$ cat config.mk
export PLATFORM = sky130hd
export DESIGN_NAME = mul_dispatch
export DESIGN_NICKNAME = d
export VERILOG_FILES = /design/src/rtl/mul_dispatch.sv
export SDC_FILE = /design/constraint.sdc
export NUM_CORES = 1
export LEC_CHECK = 0
export BUFFER_PORTS_ARGS = -buffer_cell sky130_fd_sc_hd__buf_2
export CAP_MARGIN = 30
export CORE_MARGIN = 3
export CORE_UTILIZATION = 45
export CTS_BUF_LIST = sky130_fd_sc_hd__clkbuf_8
export DETAILED_ROUTE_END_ITERATION = 7
export PLACE_DENSITY_LB_ADDON = 0.05
export SLEW_MARGIN = 10
export SYNTH_ARGS = -nofsm -noshare
export SYNTH_HDL_FRONTEND = slang
export SYNTH_SLANG_ARGS = --single-unit
$ cat constraint.sdc
create_clock -name clk -period 4.9 [get_ports clk]
set_input_delay 0.98 -clock clk [delete_from_list [all_inputs] [get_ports clk]]
set_output_delay 0.98 -clock clk [all_outputs]
set_load 0.02 [all_outputs]
$ cat src/rtl/mul_dispatch.sv
`default_nettype none
// ============================================================================
// Module      : mul_dispatch
// Description : Front/back end for an iterative unsigned multiplier core.
//               Buffers tagged requests in a small FIFO and turns signed
//               operands into magnitudes. It issues one operation at a time
//               to the core, sign-corrects the double-width product and
//               returns the selected half in request order.
//               Optional feature: define MUL_DISPATCH_SHORTCUT_EN to answer
//               zero-operand requests directly without using the core.
// Revision    : 1.0 - initial release
// ============================================================================
module mul_dispatch #(
    parameter int N_BIT = 32,
    parameter int DEPTH = 2,
    parameter int TAG_W = 4
) (
    input  logic                 clk,
    input  logic                 rst,
    input  logic                 req_valid,
    output logic                 req_ready,
    input  logic [N_BIT-1:0]     req_a,
    input  logic [N_BIT-1:0]     req_b,
    input  logic [1:0]           req_op,
    input  logic [TAG_W-1:0]     req_tag,
    output logic                 rsp_valid,
    input  logic                 rsp_ready,
    output logic [N_BIT-1:0]     rsp_data,
    output logic [TAG_W-1:0]     rsp_tag,
    output logic [N_BIT-1:0]     mul_a,
    output logic [N_BIT-1:0]     mul_b,
    output logic                 mul_start,
    input  logic [2*N_BIT-1:0]   mul_out,
    input  logic                 mul_ready,
    output logic                 busy
);

    localparam int PTR_W = (DEPTH > 1) ? $clog2(DEPTH) : 1;
    localparam int CNT_W = $clog2(DEPTH + 1);

    localparam logic [1:0] OP_MUL    = 2'b00;
    localparam logic [1:0] OP_MULH   = 2'b01;
    localparam logic [1:0] OP_MULHSU = 2'b10;

    typedef enum logic [1:0] {
        S_IDLE  = 2'd0,
        S_ISSUE = 2'd1,
        S_WAIT  = 2'd2,
        S_RESP  = 2'd3
    } state_t;

    state_t state, state_nxt;

    // Request FIFO storage and bookkeeping
    logic [N_BIT-1:0] fifo_a   [DEPTH];
    logic [N_BIT-1:0] fifo_b   [DEPTH];
    logic [1:0]       fifo_op  [DEPTH];
    logic [TAG_W-1:0] fifo_tag [DEPTH];
    logic [PTR_W-1:0] wr_ptr, rd_ptr;
    logic [CNT_W-1:0] count;

    logic             push, pop, fifo_empty;
    logic [N_BIT-1:0] head_a, head_b;
    logic [1:0]       head_op;
    logic [TAG_W-1:0] head_tag;
    logic             sa, sb;
    logic [N_BIT-1:0] mag_a, mag_b;

    // Registered operation context for the op in flight
    logic                 neg;
    logic [1:0]           op_q;
    logic [2*N_BIT-1:0]   prod_fix;

`ifdef MUL_DISPATCH_SHORTCUT_EN
    logic zero_op;
    assign zero_op = (head_a == '0) || (head_b == '0);
`endif

    function automatic logic [PTR_W-1:0] ptr_inc(input logic [PTR_W-1:0] p);
        return (p == PTR_W'(DEPTH - 1)) ? '0 : p + 1'b1;
    endfunction

    // Ready is a pure function of the registered count, so a same-cycle pop
    // never opens room for a push.
    assign fifo_empty = (count == '0);
    assign req_ready  = (count != CNT_W'(DEPTH));
    assign push       = req_valid && req_ready;
    assign pop        = (state == S_IDLE) && !fifo_empty;

    assign head_a   = fifo_a[rd_ptr];
    assign head_b   = fifo_b[rd_ptr];
    assign head_op  = fifo_op[rd_ptr];
    assign head_tag = fifo_tag[rd_ptr];

    // a is signed for MULH and MULHSU, b only for MULH; the magnitude of the
    // most negative value is 2^(N-1), which still fits unsigned.
    assign sa    = ((head_op == OP_MULH) || (head_op == OP_MULHSU)) && head_a[N_BIT-1];
    assign sb    = (head_op == OP_MULH) && head_b[N_BIT-1];
    assign mag_a = sa ? (~head_a + 1'b1) : head_a;
    assign mag_b = sb ? (~head_b + 1'b1) : head_b;

    assign prod_fix = neg ? (~mul_out + 1'b1) : mul_out;

    assign rsp_valid = (state == S_RESP);
    assign mul_start = (state == S_ISSUE);
    assign busy      = (state != S_IDLE) || !fifo_empty;

    // FIFO payload write; storage needs no reset since count gates reads
    always_ff @(posedge clk) begin
        if (push) begin
            fifo_a[wr_ptr]   <= req_a;
            fifo_b[wr_ptr]   <= req_b;
            fifo_op[wr_ptr]  <= req_op;
            fifo_tag[wr_ptr] <= req_tag;
        end
    end

    // FIFO pointers and occupancy
    always_ff @(posedge clk) begin
        if (rst) begin
            wr_ptr <= '0;
            rd_ptr <= '0;
            count  <= '0;
        end else begin
            if (push) wr_ptr <= ptr_inc(wr_ptr);
            if (pop)  rd_ptr <= ptr_inc(rd_ptr);
            case ({push, pop})
                2'b10:   count <= count + 1'b1;
                2'b01:   count <= count - 1'b1;
                default: count <= count;
            endcase
        end
    end

    // FSM state register
    always_ff @(posedge clk) begin
        if (rst) state <= S_IDLE;
        else     state <= state_nxt;
    end

    // FSM next-state logic
    always_comb begin
        state_nxt = state;
        case (state)
            S_IDLE: begin
                if (!fifo_empty) begin
`ifdef MUL_DISPATCH_SHORTCUT_EN
                    state_nxt = zero_op ? S_RESP : S_ISSUE;
`else
                    state_nxt = S_ISSUE;
`endif
                end
            end
            S_ISSUE: state_nxt = S_WAIT;
            S_WAIT:  if (mul_ready) state_nxt = S_RESP;
            S_RESP:  if (rsp_ready) state_nxt = S_IDLE;
            default: state_nxt = S_IDLE;
        endcase
    end

    // Operand capture at pop and result capture when the core finishes
    always_ff @(posedge clk) begin
        if (rst) begin
            mul_a    <= '0;
            mul_b    <= '0;
            neg      <= 1'b0;
            op_q     <= OP_MUL;
            rsp_data <= '0;
            rsp_tag  <= '0;
        end else begin
            if (pop) begin
                mul_a   <= mag_a;
                mul_b   <= mag_b;
                neg     <= sa ^ sb;
                op_q    <= head_op;
                rsp_tag <= head_tag;
`ifdef MUL_DISPATCH_SHORTCUT_EN
                if (zero_op) rsp_data <= '0;
`endif
            end
            if ((state == S_WAIT) && mul_ready) begin
                rsp_data <= (op_q == OP_MUL) ? prod_fix[N_BIT-1:0]
                                             : prod_fix[2*N_BIT-1:N_BIT];
            end
        end
    end

endmodule
`default_nettype wire
Yosys cells after proc, flatten, opt, wreduce, memory -nomap -nowiden
Memory sizes are Yosys's and may differ from the RTL's. A register that Yosys moved wholly into a read port is not among the register bits.
Cells that the tools add are included.
- register bits: 105
- bits of input ports: 139
- logic and storage cells: 68
- memories: 4
- output and inout port bits: 104
- memory bits (writable): 140
- memories (name ; words ; bits a word ; rd ports ; clocked after memory_dff ; write ports ; RTL line ; source):
    fifo_a ; 2 ; 32 ; 1 ; 1 ; 1 ; 55 ; logic [N_BIT-1:0] fifo_a [DEPTH];
    fifo_b ; 2 ; 32 ; 1 ; 1 ; 1 ; 56 ; logic [N_BIT-1:0] fifo_b [DEPTH];
    fifo_tag ; 2 ; 4 ; 1 ; 1 ; 1 ; 58 ; logic [TAG_W-1:0] fifo_tag [DEPTH];
    fifo_op ; 2 ; 2 ; 1 ; 1 ; 1 ; 57 ; logic [1:0] fifo_op [DEPTH];
- bitwise operators: 4
- muxes and demuxes: 19
- reductions and logical operators: 14
- $add $sub $neg: 7
- eq/ne operators: 11
- operators with widths (operator ; number):
    32-bit 2-to-1 mux ; 3
    32-bit by 1-bit adder with 32-bit output, second input constant ; 2
    64-bit by 1-bit adder with 64-bit output, second input constant ; 1
    64-bit 2-to-1 mux ; 1
    32-bit NOT ; 2
    64-bit NOT ; 1
    1-bit 2-to-1 mux ; 10
    2-bit equality test, second input constant ; 4
    2-bit case mux with 4 select lines ; 1
    2-bit by 1-bit equality test with 1-bit output, second input constant ; 3
    2-bit logical NOT ; 3
    2-bit 2-to-1 mux ; 3
    2-bit inequality test, second input constant ; 3
    1-bit logical AND ; 5
    2-bit case mux with 2 select lines ; 1
    2-bit nonzero test ; 2
    3-bit AND reduction ; 1
    1-bit adder, second input constant ; 2
    2-bit by 1-bit adder with 2-bit output, second input constant ; 1
    1-bit logical OR ; 2
    2-bit by 1-bit inequality test with 1-bit output, second input constant ; 1
    2-bit by 1-bit subtractor with 2-bit output, second input constant ; 1
    1-bit logical NOT ; 1
    1-bit bitwise XOR ; 1

Logic depth before layout (Yosys ltp)
Gate-level depths: netlist of the first run.
- word-level depth: 5
- gate-level depth with buffers: 14
- gate-level depth less buffers: 9

Worst setup path after synthesis of the first run
No wires, ideal clock.
- path kind: input to register
- from: input port req_valid
- to: memory fifo_a[0][0] (enable)
- path buffers: 0
- data required time: 4.401 ns
- library setup time: 0.499 ns
- arrival: 4.003 ns
- stages on the path: 2
- setup slack: 0.398 ns
- cell sequence: nand2_1 nor2_1
- cells in the longest elaborated chain, start to end: 3
- RTL lines (element ; RTL line ; source):
    from (decl) ; 20 ; input logic req_valid,
    1-bit logical AND ; 87 ; assign push = req_valid && req_ready;
    1-bit 2-to-1 mux ; 110 ; if (push) begin
    1-bit 2-to-1 mux (not written as such) ; 111 ; fifo_a[wr_ptr] <= req_a;
    to (decl) ; 55 ;
Every way passes these cells.

==> results.ini, run 1 <==
[pwr]
p_int_uw = 5080
irDropWorstVdd_mv = 0.280
switchingPower_uw = 3570
p_leak_uw = 0.00575
power_frac_clock = 0.228
power.density_nw_per_um2 = 558
p_sw_frac = 0.413
combPwrFrac = 0.416
seq_power_share = 0.357

[routing]
drt_iter0_drc = 816
vias = 11487
routed_wl_mm = 41.2
ant_nets = 0
viasPerCell = 5.80
avgRoutedWirePerCell_microns = 20.8
first_pass_iters = 6
route.detailed.drc = 0

[grt]
antenna_found_initial = 2
overflow = 0
grt.total_usage = 0.258
grt_pass1_vias = 11003
grt_pass1_wl_mm = 62.7
grt_max_degree = 65

[cells_and_area]
design_area_sq_um = 15500
drive_gt1_frac = 0.238
area_delta_synth_final_pct = 20.0
utilization = 0.553
nets = 1711

[setup_path]
crit_path_max_incr_delay_ns = 0.89
critPathSlowestCell = dfxtp_4
path_cells = buf_4 -> a21oi_1 -> a211oi_1 -> nand3_1 -> or4_1 -> a21oi_1
required_ns = 5.37
cp-end-kind = flip-flop
critical_path.max_fanout = 64
crit_buf_inv = 1
cp_top_family = compound AO/OA/AOI/OAI gates
worstPathArrival_ns = 3.74
crit_top_cell = a21oi_1
worstSetupPathType = reg2reg
start_kind = flip-flop

[sta]
drv_slew = 0
holdWs_ns = 0.447
grt_setup_unrepaired = no
fin_crit_sh = 0.667
setup_viol = 0
fmax_mhz = 306
period_minus_slack_ns = 3.27
tightest_slew_ns = 0.971
layout_setup_ws_ns = 1.63
skew_ns = 0.0285
timing_hold_violations_final = 0
fin_tns_setup_ns = 0
slew_headroom = 0.349

[yosys]
synthArstFlopShare = 0
synth_area_sq_um = 12900
synth_cell_type_count = 71
seq_area_frac_synth = 0.496
syn_area_per_cell_sq_um = 9.79
synthFlopType = edfxtp_1
synth.ff_latch_count = 250
synth_edf_count = 140
synth_cells = 1319
yosys_warnings = 0
synth_nets = 1467

[placed_design]
hpwl_mm = 29.5
dp_slack_ns = 1.14
portBuffers = 242
place_area_sq_um = 14500
routabilityCongestion = 0.953

[clocking]
cts_root_buf = clkbuf_8
cts_resized = 0
cts_max_level = 2
clock_path_buffers = 3
cts_buffers = 46
cts_setup_buffers = 0
cts_tree = yes
insertion_delay_ns = 0.56
clock-sinks = 250
clk_pin_slew_worst_paths_ns = 0.06
cts_hold_buf = 0

[floorplan]
initial_utilization = 0.461
core_sq_um = 28000
dieHeight_microns = 175
rows = 61
ios = 243
die_w_microns = 175
fp.dieArea_sq_um = 30800

[run]
maxCapViolations = 0

[worst_hold_path]
hp-class = reg2reg

[outcome]
status = complete, no violations

[cells by family (layout without fill, tap and decap cells)]
logic type	after synthesis	after routing	synth area share
other	0	2	0
AO/OA/AOI/OAI	319	319	0.160
adder cells (fa/ha/maj)	9	9	0.00872
buffers and inverters	88	369	0.0275
flip-flops	250	250	0.496
AND/OR/NAND/NOR	496	496	0.191
multiplexers	85	85	0.0676
XOR/XNOR	72	72	0.0488
[path summary, 6_finish.rpt]
kind	start	end	slack (ns)	cells after the start
setup / recovery	flip-flop	mul_a[31]$_SDFFE_PP0P_	1.63	6
hold / removal	mul_a[8]$_SDFFE_PP0P_	mul_a[8]$_SDFFE_PP0P_	0.45	2
setup reg to reg	flip-flop	mul_a[31]$_SDFFE_PP0P_	1.63	6
hold reg to reg	mul_a[8]$_SDFFE_PP0P_	mul_a[8]$_SDFFE_PP0P_	0.45	2
[worst min-delay path: stages, from the launching register on]
cell and delay (ns):
dfxtp_1 0.30, nand2_1 0.05, a21oi_1 0.05
[registers in the layout, indices dropped and copies added (netlist names), 4 cells and up, named ones only]
| name | count |
|---|---|
| fifo_op | 4 |
| rsp_data | 32 |
| rsp_tag | 4 |
| fifo_b | 64 |
| fifo_a | 64 |
| mul_b | 32 |
| mul_a | 32 |
| fifo_tag | 8 |
[metrics by stage]
step | power, uW | instances
after detailed placement | 6700 | 1891
after global routing | 9210 | 1980
after floorplan | 5540 | 1319
after global placement | 6650 | 1889
final | 8650 | 1980
after CTS | 8700 | 1976
[layout make-up]
cell class	count	area, sq um
antenna	2	5.00
clock inverter	36	245
timing repair buffer	272	1460
sequential	250	6410
fill	2578	12500
inverter	12	45.0
multi-input combinational	981	6180
tap	378	473
clock buffer	49	674
[power by group through the flow]
stage	clock, uW	sequential (uW)	combinational (uW)
floorplan	0	3280	2250
global placement	0	3120	3540
detailed placement	0	3120	3570
CTS	2020	3090	3590
global route	2130	3140	3940
finish	1970	3090	3600
[cells in the final DEF, fill, tap and decap left out, drive strengths merged, types with 11 or more instances in the layout]
cell	synthesis	routed
nand4	11	11
edfxtp	140	140
nand2	133	133
o21ai	84	84
or4	16	16
o211ai	12	12
a21oi	76	76
nor3b	14	14
buf	19	271
nand3	36	36
clkinv	1	17
mux2i	67	67
nor4	30	30
xor2	44	44
mux2	18	18
or3	13	13
o41ai	12	12
o31ai	17	17
o22ai	11	11
dfxtp	110	110
a31oi	24	24
inv	11	26
nor2	121	121
xnor2	28	28
nor3	76	76
clkbuf	57	50
[cells in the mapped netlist (all sizes together), types with 6 or more instances]
cell type / number / area, sq um
a211oi: 10 / 75.1
a21oi: 76 / 384
a221oi: 10 / 87.6
a22oi: 9 / 67.6
a31oi: 24 / 150
a41oi: 9 / 78.8
and3: 9 / 56.3
buf: 19 / 96.3
clkbuf: 57 / 214
dfxtp: 110 / 2200
edfxtp: 140 / 4200
ha: 9 / 113
inv: 11 / 41.3
mux2: 18 / 203
mux2i: 67 / 671
nand2: 133 / 499
nand2b: 7 / 43.8
nand3: 36 / 180
nand4: 11 / 68.8
nor2: 121 / 454
nor3: 76 / 380
nor3b: 14 / 105
nor4: 30 / 239
o211ai: 12 / 90.1
o21ai: 84 / 420
o22ai: 11 / 68.8
o311ai: 6 / 52.6
o31ai: 17 / 133
o41ai: 12 / 105
or2: 7 / 43.8
or3: 13 / 81.3
or4: 16 / 131
xnor2: 28 / 245
xor2: 44 / 385
[routing by layer]
metal / vias to the layer above / part of all wire / global-route usage
met4: 0 / 0.037 / 0.105
met2: 512 / 0.46 / 0.419
met1: 5393 / 0.42 / 0.338
met5: - / 0 / 0
li1: 5495 / - / -
met3: 87 / 0.079 / 0.0547
Power figures use the tool's default switching activity.
==> run 2: changes to the inputs <==
clock period = 3 ns   (was 4.9 ns; I/O delays follow)
==> run 2 against run 1 <==
Setup slack got worse by 1.3 ns; final cell count increased by 1.7%; global-route usage increased by 0.76 points; combinational power increased by 70%; first-iteration DRC count increased by 19%; highest routed layer unchanged; critical endpoint is now mul_a[30]$_SDFFE_PP0P_; sequential power increased by 60%; register-to-register slack got worse by 1.3 ns; die area unchanged; non-clock buffer count increased by 39.
==> results.ini, run 2 (synthesized netlist as in run 1, its figures left out) <==
[clocking]
cts_max_level = 2  ; unchanged
cts_setup_buffers = 0  ; unchanged
clock_path_buffers = 3  ; unchanged
clk_pin_slew_worst_paths_ns = 0.07  ; about the same
clock-sinks = 250  ; unchanged
cts_root_buf = clkbuf_8
cts_buffers = 44  ; -4.3%
insertion_delay_ns = 0.56  ; about the same
cts_resized = 0  ; unchanged
cts_hold_buf = 0  ; unchanged
cts_tree = yes

[grt]
grt_pass1_vias = 11275  ; +2.5%
antenna_found_initial = 0  ; -2
grt_max_degree = 61  ; -6.2%
grt_pass1_wl_mm = 64.6  ; +3.0%
grt.total_usage = 0.266  ; +0.00758
overflow = 0  ; unchanged

[cells_and_area]
design_area_sq_um = 15700  ; +1.4%
drive_gt1_frac = 0.254  ; +0.0163
final_cell_mix = 242 x buf_2, 140 x edfxtp_1, 133 x nand2_1
top_regs = fifo_a: 64 flops, fifo_b: 64 flops
layout_commonest_cell = buf_2
area_delta_synth_final_pct = 21.7
nets = 1748  ; +2.2%
insertedDiodeCount = 0  ; -2

[setup_path]
start_kind = flip-flop
required_ns = 3.51  ; -1.86 ns
cp-end-kind = flip-flop
critical_path.max_fanout = 19  ; -70%
worstSetupPathType = reg2reg
worstPathArrival_ns = 3.17  ; -0.57 ns

[routing]
routed_wl_mm = 42.0  ; +1.9%
route.detailed.drc = 0  ; unchanged
drt_iter0_drc = 970  ; +19%
vias = 11706  ; +1.9%
first_pass_iters = 5  ; -1
ant_nets = 0  ; unchanged
viasPerCell = 5.82  ; +0.24%
avgRoutedWirePerCell_microns = 20.9  ; +0.18%

[placed_design]
routabilityCongestion = 0.967  ; +1.5%
place_area_sq_um = 14900  ; +2.4%
dp_slack_ns = 0.0731  ; -1.07 ns
portBuffers = 242  ; unchanged
hpwl_mm = 30.8  ; +4.7%

[sta]
grt_setup_unrepaired = no
period_minus_slack_ns = 2.66  ; -0.606 ns
skew_ns = 0.0369  ; +0.00831 ns
tightest_slew_ns = 0.896  ; -0.0743 ns
setup_viol = 0  ; unchanged
timing_hold_violations_final = 0  ; unchanged
drv_slew = 0  ; unchanged
fin_tns_setup_ns = 0  ; unchanged
layout_setup_ws_ns = 0.338  ; -1.29 ns
fmax_mhz = 376  ; +23%
slew_headroom = 0.402  ; +0.0532
fin_crit_sh = 0.887  ; +0.220

[floorplan]
dieHeight_microns = 175  ; unchanged
core_sq_um = 28000  ; unchanged
rows = 61  ; unchanged
initial_utilization = 0.461  ; unchanged
fp.dieArea_sq_um = 30800  ; unchanged
die_w_microns = 175  ; unchanged
ios = 243  ; unchanged

[run]
maxCapViolations = 0  ; unchanged

[pwr]
irDropWorstVdd_mv = 0.464  ; +65%
power.density_nw_per_um2 = 891  ; +60%
p_leak_uw = 0.00590  ; +2.5%

[outcome]
status = complete, no violations

[worst_hold_path]
hp-class = in2reg

-- run 2: cell types whose count changed in the layout (fill, tap and decap cells not counted), sizes merged, moves of 3 or more --
| cell | before | now |
|---|---|---|
| buf | 271 | 311 |
| clkbuf | 50 | 45 |
| clkinv | 17 | 24 |
| inv | 26 | 23 |
-- run 2: final cells by class --
cell class                      instances  area (sq um)
Fill cell                            2588         12300
Sequential cell                       250          6410
Multi-Input combinational cell        981          6180
Timing Repair Buffer                  311          1790
Clock buffer                           45           619
Tap cell                              378           473
Clock inverter                         36           200
Inverter                               12          45.0
-- run 2: power by group --
group          switching, uW  internal (uW)
logic                   3940           2170
registers                504           4440
clock network           1440           1510
-- run 2: path summary, 6_finish.rpt --
check / cells past startpoint / end / start / slack, ns
hold / removal: 1 / fifo_b[1][18]$_DFFE_PP_ / req_b[18] / 0.23
hold reg to reg: 2 / rsp_data[0]$_SDFFE_PP0P_ / rsp_data[0]$_SDFFE_PP0P_ / 0.45
setup reg to reg: 8 / mul_a[30]$_SDFFE_PP0P_ / flip-flop / 0.34
setup / recovery: 8 / mul_a[30]$_SDFFE_PP0P_ / flip-flop / 0.34
-- run 2: layer usage --
layer,vias up,GRT usage,share of wire
met4,0,0.0868,0.031
met1,5535,0.355,0.43
met2,518,0.436,0.46
met5,-,0,0
met3,81,0.0527,0.079
li1,5572,-,-
-- run 2: stage by stage --
stage	instances	total power, uW	util	hold WS, ns
final	2013	14000	0.561	0.226
after global routing	2013	14900	0.561	0.198
after CTS	2013	14100	0.561	0.192
after detailed placement	1932	11100	0.532	0.440
after global placement	1932	11100	0.532	0.430
after floorplan	1319	9070	-	0.482
-- run 2: critical path: stages, from the launching register on --
cell and delay, ns:
dfxtp_4 0.54, mux2i_1 0.30, ha_1 0.22, o21ai_0 0.29, nor4_1 0.35, buf_4 0.24
nand3_1 0.18, or4_1 0.43, nand3_1 0.09
==> run 3: changes to the inputs <==
CORE_ASPECT_RATIO = 1.4   (was unset)
MAX_ROUTING_LAYER = met4   (was unset)
==> run 3 against run 2 <==
Die area about the same; combinational power up 0.7%; highest routed layer unchanged; via count down 0.44%; design area down 0.20%; total power down 1.1%; sequential share of layout area up 0.081 points; critical path depth down 1; critical endpoint is now mul_a[3]$_SDFFE_PP0P_.
==> results.ini, run 3 (synthesized netlist as in run 1, its figures left out) <==
[sta]
fmax_mhz = 378  ; +0.55%
holdWs_ns = 0.222  ; -0.00488 ns
slew_headroom = 0.368  ; -0.0343
grt_setup_unrepaired = no
skew_ns = 0.0278  ; -0.00908 ns
fin_crit_sh = 0.883  ; -0.00489
fin_tns_setup_ns = 0  ; unchanged
period_minus_slack_ns = 2.65  ; -0.0147 ns
timing_hold_violations_final = 0  ; unchanged
setup_viol = 0  ; unchanged
tightest_slew_ns = 0.942  ; +0.0461 ns
drv_slew = 0  ; unchanged

[placed_design]
hpwl_mm = 32.1  ; +4.2%
place_inst = 1929  ; -0.16%
portBuffers = 242  ; unchanged
routabilityCongestion = 0.945  ; -2.3%

[cells_and_area]
final_cell_mix = 242 x buf_2, 140 x edfxtp_1, 133 x nand2_1
layout_commonest_cell = buf_2
top_regs = fifo_a: 64 flops, fifo_b: 64 flops
nets = 1750  ; +0.11%
drive_gt1_frac = 0.253  ; -0.00122
nFillCells = 2600  ; +0.46%
utilization = 0.562  ; +0.000565
finalNonFillerCells = 2007  ; -0.30%
area_delta_synth_final_pct = 21.5

[floorplan]
die_w_microns = 149  ; -15%
fp.dieArea_sq_um = 30800  ; about the same
ios = 243  ; unchanged
core_sq_um = 27900  ; -0.30%
initial_utilization = 0.462  ; +0.00138
dieHeight_microns = 206  ; +18%
rows = 72  ; +18%

[routing]
avgRoutedWirePerCell_microns = 21.5  ; +3.2%
drt_iter0_drc = 623  ; -36%
routed_wl_mm = 43.2  ; +2.9%
vias = 11655  ; -0.44%
first_pass_iters = 6  ; +1
ant_nets = 0  ; unchanged
viasPerCell = 5.81  ; -0.14%
route.detailed.drc = 0  ; unchanged

[clocking]
cts_root_buf = clkbuf_8
cts_resized = 0  ; unchanged
cts_buffers = 41  ; -6.8%
cts_setup_buffers = 0  ; unchanged
cts_tree = yes
clk_pin_slew_worst_paths_ns = 0.07  ; about the same
clock_path_buffers = 3  ; unchanged
insertion_delay_ns = 0.57  ; about the same
cts_max_level = 2  ; unchanged
cts_hold_buf = 0  ; unchanged
clock-sinks = 250  ; unchanged

[setup_path]
critPathSlowestCell = dfxtp_4
path_cells = mux2_2 -> ha_1 -> or2_2 -> nor2_1 -> xnor2_1 -> a211o_1 -> a21oi_1
cp_top_family = simple AND/OR/NAND/NOR gates
crit_path_max_incr_delay_ns = 0.55  ; about the same
start_kind = flip-flop
worstSetupPathType = reg2reg
cp-end-kind = flip-flop
critical_path.max_fanout = 24  ; +5
worstPathArrival_ns = 3.13  ; -0.04 ns
required_ns = 3.49  ; -0.02 ns
crit_buf_inv = 0  ; -1

[pwr]
p_leak_uw = 0.00589  ; about the same
power.density_nw_per_um2 = 883  ; -0.93%
total_power_uw = 13800  ; -1.1%
irDropWorstVdd_mv = 0.535  ; +15%

[grt]
grt_pass1_wl_mm = 65.3  ; +1.1%
grt_pass1_vias = 11569  ; +2.6%
antenna_found_initial = 3  ; +3
grt_max_degree = 71  ; +16%
overflow = 0  ; unchanged
grt.total_usage = 0.282  ; +0.0162

[run]
maxCapViolations = 0  ; unchanged

[outcome]
status = complete, no violations

[worst_hold_path]
worstHoldStart = req_a[29]
hp-class = in2reg

[run 3: per-layer routing]
metal  share of wire  track usage  up-vias
met5               0            -        -
met4           0.046        0.120        0
met3           0.070       0.0540       92
met2            0.52        0.507      444
met1            0.36        0.303     5557
li1                -            -     5562
[run 3: final cells by class]
class	instances	area, sq um	area share
antenna	2	5.00	0.000319
multi-input combinational	981	6180	0.394
clock buffer	45	619	0.0395
inverter	12	45.0	0.00287
sequential	250	6410	0.409
timing repair buffer	316	1830	0.117
clock inverter	31	136	0.00869
tap	370	463	0.0295
[run 3: power breakdown]
group	internal (uW)	switching (uW)	leakage, uW	total (uW)
clock	1390	1380	0.000443	2780
combinational	2190	3970	0.00324	6150
sequential	4440	473	0.00221	4920
[run 3: final timing paths]
check / to / slack [ns] / depth (start not counted)
worst max-delay path: mul_a[3]$_SDFFE_PP0P_ / 0.35 / 7
worst min-delay path: fifo_a[1][29]$_DFFE_PP_ / 0.22 / 1
worst max register to register: mul_a[3]$_SDFFE_PP0P_ / 0.35 / 7
worst min register to register: rsp_data[4]$_SDFFE_PP0P_ / 0.45 / 1
[run 3: through the flow]
step / setup WS (ns) / cell area, sq um
final: 0.352 / 15700
after global routing: 0.144 / 15700
after CTS: 0.332 / 15700
after detailed placement: 0.115 / 14900
after global placement: 0.0695 / 14900
after floorplan: 0.0194 / 12900
